[src/rtl/spike_window_counter.sv]
// spike_window_counter
//   Turns a LIF neuron's spike train into a rate value. Over a programmable
//   window of enabled (execute) cycles it counts spikes (saturating) and tracks
//   the peak unsigned membrane value. It then presents {count, peak} on a
//   valid/ready result register. Windows run either one-shot or back-to-back.
//
// Ports
//   clk, reset          clock; synchronous active-high reset
//   start               begin a window (only acted on while idle)
//   stop                abort the running window, no result (only while running)
//   continuous          sampled at start: auto-restart after each window
//   window_len          enabled samples per window, sampled at start (0 = 2**WINDOW_BITS)
//   enable              execute strobe; a sample is taken only when high
//   spike, membrane     neuron outputs being observed
//   out_count/out_peak  result of the last completed window
//   out_valid/out_ready result handshake
//   busy                window in progress
//   overrun             sticky: an unconsumed result was overwritten
module spike_window_counter #(
  parameter int COUNT_BITS    = 8,
  parameter int WINDOW_BITS   = 8,
  parameter int MEMBRANE_BITS = 7
) (
  input  logic                     clk,
  input  logic                     reset,
  input  logic                     start,
  input  logic                     stop,
  input  logic                     continuous,
  input  logic [WINDOW_BITS-1:0]   window_len,
  input  logic                     enable,
  input  logic                     spike,
  input  logic [MEMBRANE_BITS-1:0] membrane,
  output logic [COUNT_BITS-1:0]    out_count,
  output logic [MEMBRANE_BITS-1:0] out_peak,
  output logic                     out_valid,
  input  logic                     out_ready,
  output logic                     busy,
  output logic                     overrun
);

  typedef enum logic {IDLE = 1'b0, RUN = 1'b1} state_t;

  localparam logic [COUNT_BITS-1:0] COUNT_MAX = {COUNT_BITS{1'b1}};

  state_t                   state_q, state_d;
  logic [WINDOW_BITS:0]     remaining_q, remaining_d;
  logic [WINDOW_BITS:0]     len_q, len_d;
  logic                     cont_q, cont_d;
  logic [COUNT_BITS-1:0]    acc_count_q, acc_count_d;
  logic [MEMBRANE_BITS-1:0] acc_peak_q, acc_peak_d;
  logic [COUNT_BITS-1:0]    out_count_q, out_count_d;
  logic [MEMBRANE_BITS-1:0] out_peak_q, out_peak_d;
  logic                     out_valid_q, out_valid_d;
  logic                     overrun_q, overrun_d;

  // Per-sample values including the current cycle's spike/membrane, so the
  // completing sample is part of the result.
  logic [COUNT_BITS-1:0]    sample_count;
  logic [MEMBRANE_BITS-1:0] sample_peak;
  logic                     done;
  logic [WINDOW_BITS:0]     start_len;

  always_comb begin
    sample_count = (acc_count_q == COUNT_MAX) ? acc_count_q
                                              : acc_count_q + COUNT_BITS'(spike);
    sample_peak  = (membrane > acc_peak_q) ? membrane : acc_peak_q;
    // A zero length encodes the full 2**WINDOW_BITS samples via the extra bit.
    start_len    = (window_len == '0) ? {1'b1, {WINDOW_BITS{1'b0}}}
                                      : {1'b0, window_len};
  end

  always_comb begin
    state_d     = state_q;
    remaining_d = remaining_q;
    len_d       = len_q;
    cont_d      = cont_q;
    acc_count_d = acc_count_q;
    acc_peak_d  = acc_peak_q;
    out_count_d = out_count_q;
    out_peak_d  = out_peak_q;
    out_valid_d = out_valid_q;
    overrun_d   = overrun_q;
    done        = 1'b0;

    case (state_q)
      IDLE: begin
        if (start) begin
          remaining_d = start_len;
          len_d       = start_len;
          cont_d      = continuous;
          acc_count_d = '0;
          acc_peak_d  = '0;
          overrun_d   = 1'b0;
          state_d     = RUN;
        end
      end
      RUN: begin
        // stop wins over a completing sample in the same cycle
        if (stop) begin
          state_d = IDLE;
        end else if (enable) begin
          if (remaining_q == (WINDOW_BITS+1)'(1)) begin
            done = 1'b1;
            if (cont_q) begin
              acc_count_d = '0;
              acc_peak_d  = '0;
              remaining_d = len_q;
            end else begin
              state_d = IDLE;
            end
          end else begin
            acc_count_d = sample_count;
            acc_peak_d  = sample_peak;
            remaining_d = remaining_q - (WINDOW_BITS+1)'(1);
          end
        end
      end
      default: state_d = IDLE;
    endcase

    // Result register: a new result always loads; it only counts as an
    // overrun when the previous one is neither consumed nor being consumed.
    if (done) begin
      out_count_d = sample_count;
      out_peak_d  = sample_peak;
      out_valid_d = 1'b1;
      if (out_valid_q && !out_ready) begin
        overrun_d = 1'b1;
      end
    end else if (out_valid_q && out_ready) begin
      out_valid_d = 1'b0;
    end
  end

  always_ff @(posedge clk) begin
    if (reset) begin
      state_q     <= IDLE;
      remaining_q <= '0;
      len_q       <= '0;
      cont_q      <= 1'b0;
      acc_count_q <= '0;
      acc_peak_q  <= '0;
      out_count_q <= '0;
      out_peak_q  <= '0;
      out_valid_q <= 1'b0;
      overrun_q   <= 1'b0;
    end else begin
      state_q     <= state_d;
      remaining_q <= remaining_d;
      len_q       <= len_d;
      cont_q      <= cont_d;
      acc_count_q <= acc_count_d;
      acc_peak_q  <= acc_peak_d;
      out_count_q <= out_count_d;
      out_peak_q  <= out_peak_d;
      out_valid_q <= out_valid_d;
      overrun_q   <= overrun_d;
    end
  end

  assign out_count = out_count_q;
  assign out_peak  = out_peak_q;
  assign out_valid = out_valid_q;
  assign busy      = (state_q == RUN);
  assign overrun   = overrun_q;

endmodule

[config.mk]
export PLATFORM = sky130hd
export DESIGN_NAME = spike_window_counter
export DESIGN_NICKNAME = d
export VERILOG_FILES = /design/src/rtl/spike_window_counter.sv
export SDC_FILE = /design/constraint.sdc
export NUM_CORES = 1
export LEC_CHECK = 0
export ABC_AREA = 1
export CAP_MARGIN = 0
export CORE_UTILIZATION = 55
export DETAILED_ROUTE_END_ITERATION = 8
export GPL_ROUTABILITY_DRIVEN = 1
export GPL_TIMING_DRIVEN = 0
export PLACE_DENSITY_LB_ADDON = 0.1
export SETUP_SLACK_MARGIN = 0.1
export SYNTH_ARGS = -nofsm -noshare
export SYNTH_HDL_FRONTEND = slang
export SYNTH_SLANG_ARGS = --single-unit
[constraint.sdc]
create_clock -name clk -period 2.8 [get_ports clk]
set_clock_uncertainty 0.05 [all_clocks]
set_input_delay 0.28 -clock clk [delete_from_list [all_inputs] [get_ports clk]]
set_output_delay 0.28 -clock clk [all_outputs]
set_load 0.02 [all_outputs]
==> qor.yml, run 1 <==
htreeDepth: 2
leakagePower_nw: 1.55
synth_area_leaders: "dfxtp_1 36%, nand2_1 14%, nor2_1 9.6%"
row_count: 25
cap_violations: 0
overflow: 0
ys_top_cells_by_count: "103 x nand2_1, 73 x nor2_1, 52 x dfxtp_1, 49 x inv_1"
netlist_instances: 431
die_h_um: 74.1
layout.nets: 512
ys_seq_elements: 52
final_cells: 544
syn_nets: 465
dr.pass1.iters: 4
fp.coreArea_um2: 4850
synth_area_um2: 2860
start_util_pct: 58.9
finalInstanceArea_um2: 3410
cts_resized: 0
placed_cells: 538
hold_buffers: 0
power_density_nw_per_um2: 439
wl_per_cell_um: 12.7
rr_worst_depth: 11
cts_made_buffers: 5
synth_edf_count: 0
crit_fanout: 7
min_from: "acc_peak_q[6]"
synth_cell_types: 27
whs_path_depth: 2
slew_violations: 0
period_share_pct: 70.1
gp_congestion: 0.849
num_vias: 2848
slew_headroom_pct: 62.9
area_growth_pct: 19.4
die_x_um: 74.1
required_ps: 2950
rr_endpoint: "out_peak[0]"
place_area_um2: 3340
clock_path_buffers: 2
worstSetupEndpointType: "register"
startpoint_type: "primary input"
setup_viol: 0
dieArea_um2: 5490
ir_drop_mv: 0.252
r2r_slack_ps: 890
synth_top_area_cell: "dfxtp_1"
ys_seq_area_share_pct: 36.4
cts_root_buf: "clkbuf_8"
async_flop_share_pct: 0
cts.sinks: 52
wl_um: 6910
postCtsSetupBuffers: 0
drc_errors: 0
rsz0062_at_grt: "no"
cts.clk_slew.worst_paths_ps: 80
hp-class: "register to register"
yosysMostFrequentCell: "nand2_1"
status: "finished clean"
grt_max_degree: 14
arrival_ps: 2110
grt_usage_pct: 27.6
dpl.hpwl_um: 5200
grt_first_pass_wirelength_um: 11700
worstSkewPairLatency_ps: 290
worstSetupPathType: "primary input to register"
min_period_ps: 1960
drt_iter0_drc: 201
tightest_slew_ps: 557
antenna_found_initial: 0
fin_tns_setup_ps: 0
min_to: "acc_peak_q[6]"
grt_pass1_vias: 2604
drtAntennaViolNets: 0
synth_flop_cell: "dfxtp_1"
viasPerCell: 5.24
syn_avg_cell_area_um2: 6.63
fmax_ghz: 0.510
port_buffers: 40
cts_tree: "yes"
finalHoldViolations: 0
r2r-start: "acc_peak_q[4]"
yosys_warnings: 0
n_fill_cell: 429
io_pins: 41
synth_top_area_share_pct: 36.4
drive_gt1_share_pct: 5.25
layout by cell type (no fill, tap or decap), types with 5 or more instances in the layout:
| cell | instances |
|---|---|
| o21ai_0 | 29 |
| inv_1 | 49 |
| xor2_1 | 6 |
| nand3_1 | 20 |
| dfxtp_1 | 52 |
| a21oi_1 | 29 |
| clkbuf_8 | 5 |
| clkdlybuf4s50_1 | 40 |
| nand2_1 | 103 |
| clkbuf_1 | 9 |
| nor2_1 | 73 |
| ha_1 | 11 |
| a31oi_1 | 7 |
| o21ai_1 | 11 |
where the power goes:
| part | switching [mW] | internal (mW) |
|---|---|---|
| clock | 0.227 | 0.162 |
| combinational | 0.192 | 0.122 |
| sequential | 0.0258 | 0.770 |
| total | 0.445 | 1.05 |
registers in the layout, summed over array words and instances (netlist names):
name,cells
out_count,8
acc_peak_q,7
out_peak,7
overrun,1
remaining_q,9
busy,1
cont_q,1
len_q,9
out_valid,1
acc_count_q,8
per-stage QoR:
stage | utilization (%) | worst slack [ps] | total power [mW] | hold slack, ps
final | 70.4 | 838 | 1.50 | 422
after global routing | 70.3 | 601 | 1.58 | 444
after CTS | 70.3 | 847 | 1.50 | 422
after detailed placement | 68.9 | 540 | 1.12 | 408
after global placement | 68.9 | 584 | 1.12 | 401
after floorplan | - | 1150 | 1.02 | 388
critical path, stage by stage:
cell and delay (ps):
clkdlybuf4s50_1 430, ha_1 300, nand2_1 60, nor2_1 150, nand4_1 250, nand2_1 290, nand2_1 100, nand2_1 80
nand2_1 60, nand2_1 60, inv_1 40
routing by layer:
| metal | GRT usage [%] | wire (um) | vias to the layer above |
|---|---|---|---|
| li1 | - | - | 1468 |
| met1 | 35.7 | 3260 | 1302 |
| met2 | 47.4 | 3230 | 73 |
| met3 | 4.61 | 355 | 5 |
| met4 | 8.12 | 59 | 0 |
| met5 | 0 | 0 | - |
kinds of logic after synthesis:
| logic type | synth area share (%) |
|---|---|
| adder cells (fa/ha/maj) | 4.82 |
| AND/OR/NAND/NOR | 30.8 |
| buffers and inverters | 10.3 |
| flip-flops | 36.4 |
| AO/OA/AOI/OAI | 15.5 |
| XOR/XNOR | 2.15 |
area by class of cell:
| cell class | count | area (um^2) | area share (%) |
|---|---|---|---|
| timing repair buffer | 40 | 400 | 11.7 |
| sequential | 52 | 1040 | 30.5 |
| clock buffer | 5 | 68.8 | 2.02 |
| buffer | 16 | 95.1 | 2.79 |
| tap | 67 | 83.8 | 2.46 |
| inverter | 53 | 199 | 5.83 |
| multi-input combinational | 310 | 1520 | 44.6 |
| antenna | 1 | 2.50 | 0.0733 |
worst max path at each step:
stage	startpoint	end	slack, ps
after floorplan	busy	out_peak[6]	1150
after global placement	membrane[6]	out_peak[5]	580
final	membrane[6]	out_peak[0]	840
after CTS	membrane[6]	out_peak[0]	850
after detailed placement	membrane[6]	out_peak[0]	540
after global routing	membrane[6]	acc_peak_q[3]	600
No activity file was read; power rests on OpenSTA's default activity.
==> inputs of run 2 (changes only) <==
- CORE_UTILIZATION: 55 -> 54
- clock period: 2.8 -> 1.9 ns (I/O delays scaled with it)
==> run 2 against run 1 <==
- critical path depth rose by 1
- largest cell class unchanged
- largest power group unchanged
- first-iteration DRC count fell by 5.5%
- clock-buffer cell count rose by 2
- register-to-register slack got worse by 720 ps
- flip-flop and latch count did not move
- critical endpoint is now out_peak[4]
- non-clock buffer count rose by 10
- critical path type unchanged
- combinational power rose by 59%
- highest routed layer unchanged
==> qor.yml, run 2 (same netlist as run 1, synthesis figures left out) <==
port_buffers: 40
cts_tree: "yes"
slew_violations: 0
area_growth_pct: 25.3
layout.nets: 522
wl_um: 7320
min_period_ps: 1740
dpl.hpwl_um: 5180
leakagePower_nw: 1.61
antennaDiodeCount: 0
rsz0062_at_grt: "no"
r2r_slack_ps: 170
overflow: 0
setup_viol: 0
rr_worst_depth: 12
htreeDepth: 2
grtUsageMet2_pct: 47.0
tightest_slew_ps: 573
drt_iter0_drc: 190
status: "finished clean"
ir_drop_mv: 0.450
drc_errors: 0
min_to: "overrun"
cap_violations: 0
drive_gt1_share_pct: 11.0
viasPerCell: 5.30
cts_made_buffers: 5
min_from: "overrun"
die_h_um: 74.7
power_density_nw_per_um2: 643
grtUsageMet1_pct: 34.9
use_met3_pct: 4.42
grt_pass1_vias: 2594
dieArea_um2: 5590
antenna_found_initial: 0
slew_headroom_pct: 61.8
final_cell_mix: "100 x nand2_1, 71 x nor2_1, 47 x inv_1, 47 x dfxtp_1, 40 x clkdlybuf4s50_1"
worstSetupEndpointType: "register"
period_share_pct: 91.6
grt_usage_pct: 27.1
required_ps: 2070
worstSkewPairLatency_ps: 310
fmax_ghz: 0.574
whs_ps: 422
num_vias: 2963
worstSetupPathType: "primary input to register"
row_count: 26
whs_path_depth: 2
gp_congestion: 0.869
arrival_ps: 1910
rr_endpoint: "out_peak[4]"
startpoint_type: "primary input"
r2r-start: "acc_peak_q[6]"
io_pins: 41
cts.clk_slew.worst_paths_ps: 90
grt_max_degree: 16
cts.sinks: 52
hp-class: "register to register"
grt_busiest_layer: "met2"
drtAntennaViolNets: 0
crit_fanout: 6
dr.pass1.iters: 5
power_mw: 2.30
die_x_um: 74.7
layout_commonest_cell: "nand2_1"
cts_root_buf: "clkbuf_8"
finalHoldViolations: 0
reg.largest.list: "len_q (9), remaining_q (9)"
wl_per_cell_um: 13.1
start_util_pct: 56.0
hold_buffers: 0
clock_path_buffers: 2
fp.coreArea_um2: 5110
grt_first_pass_wirelength_um: 11600
run 2: changes by cell type in the layout (fill, tap and decap cells not counted), sizes merged:
cell / change
diode: -1
buf: +10
clkbuf: +2
clkinv: +1
run 2: layout make-up:
class,count,area (um^2)
fillers,468,1530
well taps,70,87.6
clock buffers,7,76.3
multi-input cells,310,1590
flip-flops and latches,52,1050
inverters,53,199
clock inverters,1,8.76
plain buffers,16,96.3
repair buffers,50,475
run 2: worst max path at each step:
stage	start	to	slack, ps	depth (start not counted)
4_1_cts	remaining_q[0]	remaining_q[3]	110	9
3_5_place_dp	membrane[6]	out_peak[5]	-350	11
6_report	membrane[6]	out_peak[4]	160	12
3_3_place_gp	membrane[6]	out_peak[4]	-300	11
2_1_floorplan	busy	out_peak[6]	250	9
5_1_grt	acc_peak_q[5]	out_peak[1]	40	12
run 2: timing repair:
action,4_1_cts,5_1_grt
gates resized for setup,2,25
endpoints found under the setup margin,12,41
buffers inserted,2,8
pin swaps,1,5
run 2: per-stage QoR:
step	std cells	util (%)	worst slack, ps	cell area (um^2)	setup TNS, ps
after detailed placement	541	65.5	-353	3350	-4170
after CTS	551	67.6	112	3450	0
after global routing	559	70.1	38.2	3580	0
after floorplan	431	-	254	2860	0
after global placement	541	65.5	-303	3350	-3550
final	559	70.1	159	3580	0
run 2: power breakdown:
group          total [mW]  internal, mW  leakage (nW)  switching, mW
clock network       0.628         0.264        0.0424          0.364
registers            1.18          1.14         0.426         0.0401
logic               0.498         0.197          1.15          0.301
total                2.30          1.60          1.61          0.705
run 2: worst max-delay path: stages:
cell             delay (ps)
clkdlybuf4s50_1         490
ha_4                    310
nand2_1                  70
nor2_2                  120
nand4_1                 140
buf_4                   180
nand2_4                 100
nand2_1                  90
nand2_1                  60
nand2_1                  60
nand2_1                  60
inv_1                    40
run 2: per-layer routing:
| metal | part of all wire, % | routed length (um) |
|---|---|---|
| met4 | 1.9 | 140 |
| met2 | 47 | 3480 |
| met1 | 45 | 3260 |
| met5 | 0 | 0 |
| met3 | 6.0 | 441 |
==> inputs of run 3 (changes only) <==
- ABC_AREA: 1 -> 0
==> run 3 against run 2 <==
- the flow now finishes with violations (negative setup slack)
- die area decreased by 2.2%
- synthesized cell count decreased by 22%
- global-route usage increased by 3.6 points
- utilization increased by 15 points
- via count increased by 4.8%
- largest power group unchanged
- critical path type is now register to register
- clock power increased by 3.3%
- flip-flop and latch count unchanged
- critical path depth decreased by 7
- clock-buffer cell count decreased by 1
==> qor.yml, run 3 <==
power.switching_uw: 809
worstSkewPairLatency_ps: 310
overflow: 0
synth_top_area_cell: "dfxtp_1"
n_fill_cell: 250
yosysMostFrequentCell: "dfxtp_1"
cts_tree: "yes"
grt_usage_pct: 30.7
synth_edf_count: 0
viasPerCell: 6.39
r2r_slack_ps: -40
start_util_pct: 57.6
final_cells: 486
die_h_um: 73.9
clock_path_buffers: 2
yosys_warnings: 0
worstSetupEndpointType: "register"
synth_cell_types: 51
fp.coreArea_um2: 4850
wl_per_cell_um: 20.0
worstSetupPathType: "register to register"
drive_gt1_share_pct: 33.7
status: "complete, but fails checks"
period_share_pct: 102
antenna_found_initial: 0
hp-class: "primary input to register"
grt_pass1_vias: 2652
cap_violations: 0
slew_violations: 0
power_mw: 2.53
io_pins: 41
grt_max_degree: 17
synth_flop_cell: "dfxtp_1"
min_period_ps: 1940
placed_cells: 441
place_ws_ps: -515
synth_top_area_share_pct: 37.3
ir_drop_mv: 0.468
drc_errors: 0
ys_top_cells_by_count: "52 x dfxtp_1, 35 x nand2_1, 35 x nor2_1, 26 x a21oi_1, 19 x inv_1"
ys_seq_area_share_pct: 37.3
drt_iter0_drc: 363
ys_seq_elements: 52
pwr-share-comb_pct: 27.6
arrival_ps: 2120
dr.pass1.iters: 7
fmax_ghz: 0.516
hold_buffers: 0
grt_first_pass_wirelength_um: 12600
dieArea_um2: 5470
row_count: 25
syn_nets: 369
area_growth_pct: 47.9
leakagePower_nw: 1.51
drtAntennaViolNets: 0
layout_commonest_cell: "clkdlybuf4s50_1"
cts.sinks: 52
layout.nets: 452
utilization_pct: 85.2
seq_power_share_pct: 46.7
dpl.hpwl_um: 4970
gp_congestion: 0.884
cts_root_buf: "clkbuf_8"
reg.largest.list: "len_q (9), remaining_q (9)"
setup_viol: 5
antennaDiodeCount: 0
cts_made_buffers: 5
rsz0062_at_grt: "yes"
port_buffers: 39
slew_headroom_pct: 45.0
cell_internal_pwr_mw: 1.72
final_cell_mix: "37 x clkdlybuf4s50_1, 36 x dfxtp_1, 35 x nand2_1, 27 x buf_4, 22 x nor2_1"
async_flop_share_pct: 0
swShare_pct: 31.9
required_ps: 2080
netlist_instances: 335
htreeDepth: 2
tightest_slew_ps: 825
fin_tns_setup_ps: -71.0
die_x_um: 73.9
violations: "negative setup slack"
power_density_nw_per_um2: 613
syn_avg_cell_area_um2: 8.34
finalHoldViolations: 0
wl_um: 9740
crit_fanout: 4
startpoint_type: "register"
setup_ws_ps: -38.9
cts.clk_slew.worst_paths_ps: 100
num_vias: 3106
synth_area_leaders: "dfxtp_1 37%, ha_1 4.9%, a211oi_1 4.8%"
synth_area_um2: 2790
pwr-share-clk_pct: 25.6
## run 3: changes by cell type in the layout (fill, tap and decap cells not counted), moves of 10 or more
cell	change
nand2_1	-65
nor2_1	-49
o21ai_0	-19
inv_1	-33
dfxtp_2	+10
o21ai_1	-14
mux2i_1	+12
buf_6	+12
buf_4	+14
dfxtp_1	-11
## run 3: kinds of logic (layout without fill, tap and decap cells)
family / Yosys count / count (layout) / share of synthesized area [%]
buffers and inverters: 38 / 122 / 6.05
DFF: 52 / 52 / 37.3
AOI/OAI and AO/OA: 89 / 89 / 22.0
and+or+nand+nor: 124 / 124 / 22.7
adders and majority gates: 11 / 11 / 4.93
muxes: 12 / 12 / 4.30
xor gates and xnor gates: 9 / 9 / 2.82
## run 3: worst max-delay path: stages, from the launching register on
cell and delay [ps]:
dfxtp_1 420, nand4_1 210, nor3_2 410, nor2_1 130
or3_1 410, a21oi_1 210
## run 3: area by class of cell
class	count	area, um^2	area share, %
Timing Repair Buffer	77	743	18.0
Clock buffer	6	72.6	1.76
Multi-Input combinational cell	245	1960	47.4
Tap cell	67	83.8	2.03
Buffer	18	125	3.03
Inverter	19	71.3	1.73
Sequential cell	52	1060	25.7
Clock inverter	2	13.8	0.333
## run 3: power by group through the flow
| stage | logic (mW) | registers [mW] | clock network [mW] |
|---|---|---|---|
| after floorplan | 0.307 | 1.19 | 0 |
| final | 0.699 | 1.18 | 0.649 |
| after global routing | 0.731 | 1.19 | 0.680 |
| after global placement | 0.436 | 1.20 | 0 |
| after detailed placement | 0.441 | 1.20 | 0 |
| after CTS | 0.551 | 1.17 | 0.651 |
## run 3: worst paths after layout
path	endpoint	from	depth (start not counted)
worst min-delay path	acc_peak_q[4]	membrane[4]	3
worst max register to register	acc_count_q[0]	acc_count_q[6]	5
worst min register to register	len_q[6]	len_q[6]	2
worst max-delay path	acc_count_q[0]	acc_count_q[6]	5
## run 3: what timing repair did
action | 4_1_cts | 5_1_grt
endpoints found under the setup margin | 40 | 41
pin swaps | 28 | 29
gates cloned | 2 | 1
setup buffers | 27 | 9
gates resized for setup | 28 | 80
## run 3: through the flow
stage | cell area [um^2] | hold WS [ps]
floorplan | 2870 | 270
global placement | 3340 | 397
detailed placement | 3340 | 405
CTS | 3770 | 299
global route | 4130 | 205
finish | 4130 | 191
## run 3: routing by layer
| metal | wire, um | global-route usage [%] | vias up | part of all wire, % |
|---|---|---|---|---|
| met1 | 3960 | 39.6 | 1468 | 41 |
| met5 | 0 | 0 | - | 0 |
| li1 | - | - | 1375 | - |
| met3 | 799 | 7.45 | 61 | 8.2 |
| met2 | 4470 | 48.7 | 202 | 46 |
| met4 | 518 | 14.1 | 0 | 5.3 |
